==> src/rtl/adbg_or1k_pkg.sv <==
// Shared types for the OR1K debug run-control block.
package adbg_or1k_pkg;

  typedef enum logic [1:0] {
    CMD_HALT   = 2'd0,
    CMD_RESUME = 2'd1,
    CMD_STEP   = 2'd2,
    CMD_RESET  = 2'd3
  } cmd_op_t;

  typedef enum logic [1:0] {
    ST_IDLE = 2'd0,
    ST_STEP = 2'd1,
    ST_RST  = 2'd2
  } halt_state_t;

  function automatic int unsigned max_u(input int unsigned a, input int unsigned b);
    return (a > b) ? a : b;
  endfunction

endpackage

==> src/rtl/adbg_or1k_dncnt.sv <==
// Loadable down-counter that saturates at zero and flags a count of one.
module adbg_or1k_dncnt #(
  parameter int unsigned W = 8
) (
  input  logic         cpu_clk_i,
  input  logic         cpu_rstn_i,
  input  logic         load,
  input  logic [W-1:0] load_val,
  input  logic         dec,
  output logic         tc_c
);

  logic [W-1:0] cnt_q;

  always_ff @(posedge cpu_clk_i or negedge cpu_rstn_i) begin
    if (!cpu_rstn_i) begin
      cnt_q <= '0;
    end else if (load) begin
      cnt_q <= load_val;
    end else if (dec && (cnt_q != '0)) begin
      cnt_q <= cnt_q - W'(1);
    end
  end

  assign tc_c = (cnt_q == W'(1));

endmodule

==> src/rtl/adbg_or1k_halt_ctrl.sv <==
// Multi-core halt/resume/step/reset sequencer with breakpoint latching.
// Group cross-halt is enabled by defining ADBG_OR1K_CROSS_TRIGGER_EN.
module adbg_or1k_halt_ctrl
  import adbg_or1k_pkg::*;
#(
  parameter int unsigned NB_CORES   = 4,
  parameter int unsigned STEP_W     = 8,
  parameter int unsigned RST_CYCLES = 16
) (
  input  logic                cpu_clk_i,
  input  logic                cpu_rstn_i,
  input  logic                cmd_valid_i,
  output logic                cmd_ready_o,
  input  logic [1:0]          cmd_op_i,
  input  logic [NB_CORES-1:0] cmd_mask_i,
  input  logic [STEP_W-1:0]   step_len_i,
  input  logic [NB_CORES-1:0] group_mask_i,
  input  logic [NB_CORES-1:0] bp_i,
  output logic [NB_CORES-1:0] stall_o,
  output logic [NB_CORES-1:0] rst_o,
  output logic [NB_CORES-1:0] halted_o,
  output logic [NB_CORES-1:0] bp_hit_o,
  output logic                busy_o
);

  localparam int unsigned RST_W = $clog2(RST_CYCLES + 1);
  localparam int unsigned CNT_W = max_u(STEP_W, RST_W);

  halt_state_t         state_q, state_d;
  logic [NB_CORES-1:0] stall_q, stall_d;
  logic [NB_CORES-1:0] bp_hit_q, bp_hit_d;
  logic [NB_CORES-1:0] rst_q, rst_d;
  logic [NB_CORES-1:0] step_mask_q, step_mask_d;
  logic [NB_CORES-1:0] xtrig_c;
  logic [NB_CORES-1:0] bp_eff_c;
  logic                cnt_load_c;
  logic [CNT_W-1:0]    cnt_val_c;
  logic                cnt_tc_c;

`ifdef ADBG_OR1K_CROSS_TRIGGER_EN
  assign xtrig_c = (|(bp_i & group_mask_i)) ? group_mask_i : '0;
`else
  logic unused_group_c;
  assign unused_group_c = ^group_mask_i;
  assign xtrig_c        = '0;
`endif

  assign bp_eff_c = bp_i | xtrig_c;

  // Shared by STEP and RST; they never overlap.
  adbg_or1k_dncnt #(
    .W (CNT_W)
  ) u_dncnt (
    .cpu_clk_i  (cpu_clk_i),
    .cpu_rstn_i (cpu_rstn_i),
    .load       (cnt_load_c),
    .load_val   (cnt_val_c),
    .dec        (state_q != ST_IDLE),
    .tc_c       (cnt_tc_c)
  );

  always_ff @(posedge cpu_clk_i or negedge cpu_rstn_i) begin
    if (!cpu_rstn_i) begin
      state_q     <= ST_IDLE;
      stall_q     <= '0;
      bp_hit_q    <= '0;
      rst_q       <= '0;
      step_mask_q <= '0;
    end else begin
      state_q     <= state_d;
      stall_q     <= stall_d;
      bp_hit_q    <= bp_hit_d;
      rst_q       <= rst_d;
      step_mask_q <= step_mask_d;
    end
  end

  always_comb begin
    state_d     = state_q;
    stall_d     = stall_q;
    bp_hit_d    = bp_hit_q;
    rst_d       = rst_q;
    step_mask_d = step_mask_q;
    cnt_load_c  = 1'b0;
    cnt_val_c   = '0;

    unique case (state_q)
      ST_IDLE: begin
        if (cmd_valid_i) begin
          unique case (cmd_op_t'(cmd_op_i))
            CMD_HALT: stall_d = stall_q | cmd_mask_i;
            CMD_RESUME: begin
              stall_d  = stall_q & ~cmd_mask_i;
              bp_hit_d = bp_hit_q & ~cmd_mask_i;
            end
            CMD_STEP: begin
              step_mask_d = cmd_mask_i & stall_q;
              stall_d     = stall_q & ~cmd_mask_i;
              cnt_load_c  = 1'b1;
              cnt_val_c   = (step_len_i == '0) ? CNT_W'(1) : CNT_W'(step_len_i);
              state_d     = ST_STEP;
            end
            CMD_RESET: begin
              rst_d      = rst_q | cmd_mask_i;
              stall_d    = stall_q | cmd_mask_i;
              bp_hit_d   = bp_hit_q & ~cmd_mask_i;
              cnt_load_c = 1'b1;
              cnt_val_c  = CNT_W'(RST_CYCLES);
              state_d    = ST_RST;
            end
          endcase
        end
      end
      ST_STEP: begin
        // An empty step mask just retires the command after one cycle.
        if (cnt_tc_c || (step_mask_q == '0) || (|(bp_eff_c & step_mask_q))) begin
          stall_d = stall_q | step_mask_q;
          state_d = ST_IDLE;
        end
      end
      ST_RST: begin
        if (cnt_tc_c) begin
          rst_d   = '0;
          state_d = ST_IDLE;
        end
      end
      default: state_d = ST_IDLE;
    endcase

    // Breakpoints override any same-cycle command clear.
    stall_d  = stall_d | bp_eff_c;
    bp_hit_d = bp_hit_d | bp_i;
  end

  assign stall_o     = stall_q | bp_eff_c;
  assign halted_o    = stall_q;
  assign bp_hit_o    = bp_hit_q;
  assign rst_o       = rst_q;
  assign busy_o      = (state_q != ST_IDLE);
  assign cmd_ready_o = (state_q == ST_IDLE);

endmodule

==> config.mk <==
export PLATFORM = sky130hd
export DESIGN_NAME = adbg_or1k_halt_ctrl
export DESIGN_NICKNAME = d
export VERILOG_FILES = /design/src/rtl/adbg_or1k_pkg.sv /design/src/rtl/adbg_or1k_dncnt.sv /design/src/rtl/adbg_or1k_halt_ctrl.sv
export SDC_FILE = /design/constraint.sdc
export NUM_CORES = 1
export LEC_CHECK = 0
export CAP_MARGIN = 25
export CORE_MARGIN = 4
export CORE_UTILIZATION = 47
export DETAILED_ROUTE_END_ITERATION = 16
export PLACE_DENSITY = 0.86
export SYNTH_ARGS = -nofsm -noshare
export SYNTH_HDL_FRONTEND = slang
export SYNTH_SLANG_ARGS = --single-unit
==> constraint.sdc <==
create_clock -name cpu_clk_i -period 1.85 [get_ports cpu_clk_i]
set_input_delay 0.37 -clock cpu_clk_i [delete_from_list [all_inputs] [get_ports cpu_clk_i]]
set_output_delay 0.37 -clock cpu_clk_i [all_outputs]
set_load 0.005 [all_outputs]
==> results.md <==
* Hold_buf cts at 0
* Power Density at 1190 nW/µm²
* Ys flop type: dfrtp_1
* Mapped Cells at 150
* Dpl cells at 255
* Post-Syn Nets at 180
* Clock latency on the worst-skew pair at 0.33 ns
* GRT Util Overall at 22.6%
* Static Leakage at 0.902 nW
* N_diodes at 0
* Crit path required time at 2.09 ns
* Post-DRT Antenna Nets at 0
* Peak supply drop at 0.857 mV
* Final wirelength at 4.52 mm
* Measured slew at the worst slew-check pin at 0.401 ns
* Vias at 1507
* Post-Layout Cell Count at 260
* Register area share after synthesis at 44.3%
* Maximum clock path buffer count at 2
* Fin. Hold Viols at 0
* WL per Instance at 17.4 µm
* GP Congestion at 0.944
* Status: completed
* Post-route DRC at 0
* Final Net Count at 247
* Clk Tree Root Cell: clkbuf_4
* Fin crit share at 94.3%
* Gr ovfl total at 0
* Slew Limit Fails at 0
* Largest net degree at the start of global routing at 27
* Most instantiated cells after synthesis: dfrtp_1 (26), nand2_1 (17), nand3_1 (15)
* H-tree levels at 1
* Worst-path maximum fanout at 4
* Vias in the first global route at 1600
* Multi-input gate area in the final layout at 759 µm²
* Max stage delay on crit path at 0.46 ns
* Placeable Area at 3030 µm²
* Cell Area, Synth at 1470 µm²
* Most area-consuming cells after synthesis: dfrtp_1 (44%), nand3_1 (5.1%), nand2_1 (4.3%), ha_1 (4.3%), mux2_1 (3.8%)
* Layout cells sized above 1 at 20.8%
* Die H at 63.9 µm
* Min-Delay Path Class: in -> async
* Worst Path Arrival at 1.98 ns
* Initial Util at 48.6%
* Fmax at 0.573 GHz
* Crit path cell chain: clkdlybuf4s50_1 -> ha_1 -> and4bb_4 -> nand2b_4 -> or2_1 -> mux2_1
* Slowest CP cell: clkdlybuf4s50_1
* Seq cells post-synth at 26
* Num ports at 43
* Most frequent cell after synthesis: dfrtp_1
* DP HPWL at 3.44 mm
* Post-synth cell types at 39
* CTS tree: done
* Ys Warns at 0
* Yosys top cell by area: dfrtp_1
* Slew HR at 73.2%
* Vias/cell at 5.80
* CTS Buf Count at 3
* Die Area at 4090 µm²
* Fin crit period at 1.74 ns
* Num Clock Sinks at 26
* Rows at 20
* Crit end category: flop
* FILL cells at 229
* DR pass1 iterations at 4
* EDFF count, synth at 0
* First-pass GRT wire length at 7.36 mm
* Area Growth Syn to Fin at 45.3%
* Avg Cell Area, Syn at 9.80 µm²
* Final setup fails at 0
* Clock transition at path regs at 0.15 ns
* Die X-Extent at 63.9 µm
* Clock Skews at 0.00377 ns
* FF/Latch Area at 651 µm²
* Post-synth top area share at 44.3%
* Share of synthesized registers carrying an async set or reset at 100%
* Setup TNS at 0 ns
* Initial antenna violation count at 0
* Kind of critical path: in -> reg
* Max-cap violations at 0
* Worst setup SP type: input port
* DRC marker count from the first detailed-route iteration at 95
* Unrepaired setup endpoints after global routing: no
* IO Port Bufs at 38
-- worst max-delay path: cells and delay by family --
family                   cells  cell delay (ns)
adder cells (fa/ha/maj)      1             0.24
buffers and inverters        1             0.46
multiplexers                 1             0.31
AND/OR/NAND/NOR              3             0.60
-- final cells by class --
class	instances	area share [%]
multi-input cells	113	35.6
flip-flops and latches	26	30.5
repair buffers	66	27.5
well taps	44	2.58
inverters	7	1.46
clock inverters	1	1.41
clock buffers	3	1.05
-- final timing paths --
check,cells after the start,slack [ns],startpoint,endpoint
setup reg to reg,4,0.19,u_dncnt.cnt_q[5],u_dncnt.cnt_q[1]
max in group asynchronous,2,1.21,cpu_rstn_i,halted_o[0]
setup / recovery,6,0.11,cmd_op_i[0],u_dncnt.cnt_q[1]
min in group cpu_clk_i,1,0.51,bp_hit_o[1],bp_hit_o[1]
hold reg to reg,1,0.51,bp_hit_o[1],bp_hit_o[1]
hold / removal,2,0.39,cpu_rstn_i,u_dncnt.cnt_q[2]
-- routing by layer --
| metal | global-route usage [%] | routed length (µm) | part of all wire (%) |
|---|---|---|---|
| met1 | 26.7 | 1800 | 40 |
| met2 | 41.3 | 2310 | 51 |
| met3 | 3.16 | 272 | 6.0 |
| met4 | 8.09 | 133 | 2.9 |
| met5 | 0 | 0 | 0 |
-- flip-flops by register name (all words and copies together), names as in the netlist --
| register | cells |
|---|---|
| halted_o | 4 |
| bp_hit_o | 4 |
| u_dncnt.cnt_q | 8 |
| state_q | 2 |
| step_mask_q | 4 |
| rst_o | 4 |
-- layout by cell type (no fill, tap or decap), types with 6 or more instances in the layout --
cell type / n
nand2_1: 17
buf_4: 28
a21oi_1: 8
clkdlybuf4s50_1: 32
inv_1: 6
nor2_1: 12
nand3_1: 15
dfrtp_1: 26
-- power by group --
| group | internal (mW) | switching [mW] | leakage, nW |
|---|---|---|---|
| clock | 0.219 | 0.185 | 0.0279 |
| combinational | 0.630 | 0.566 | 0.584 |
| sequential | 0.747 | 0.197 | 0.290 |
| total | 1.60 | 0.949 | 0.902 |
-- kinds of logic after synthesis --
group           after synthesis  share of synthesized area [%]
compound gates               38                           18.9
fa+ha+maj                     5                           4.26
flops                        26                           44.3
mux                           5                           3.83
buf+inv                      11                           4.25
simple gates                 65                           24.5
-- timing repair --
item / 4_1_cts / 5_1_grt
gates resized for setup: 6 / 1
pin swaps: 0 / 0
buffers inserted: 1 / 0
endpoints found under the setup margin: 6 / 1
-- through the flow --
stage	hold WS (ns)	power (mW)	util, %	instance area, µm²	worst slack [ns]
2_1_floorplan	0.0744	1.56	-	1470	0.134
3_3_place_gp	0.461	2.08	68.6	2080	-0.204
3_5_place_dp	0.466	2.13	68.6	2080	-0.250
4_1_cts	0.405	2.54	70.5	2130	0.00478
5_1_grt	0.417	2.71	70.5	2140	0.0622
6_report	0.388	2.55	70.5	2140	0.105
Power figures use the tool's default switching activity.
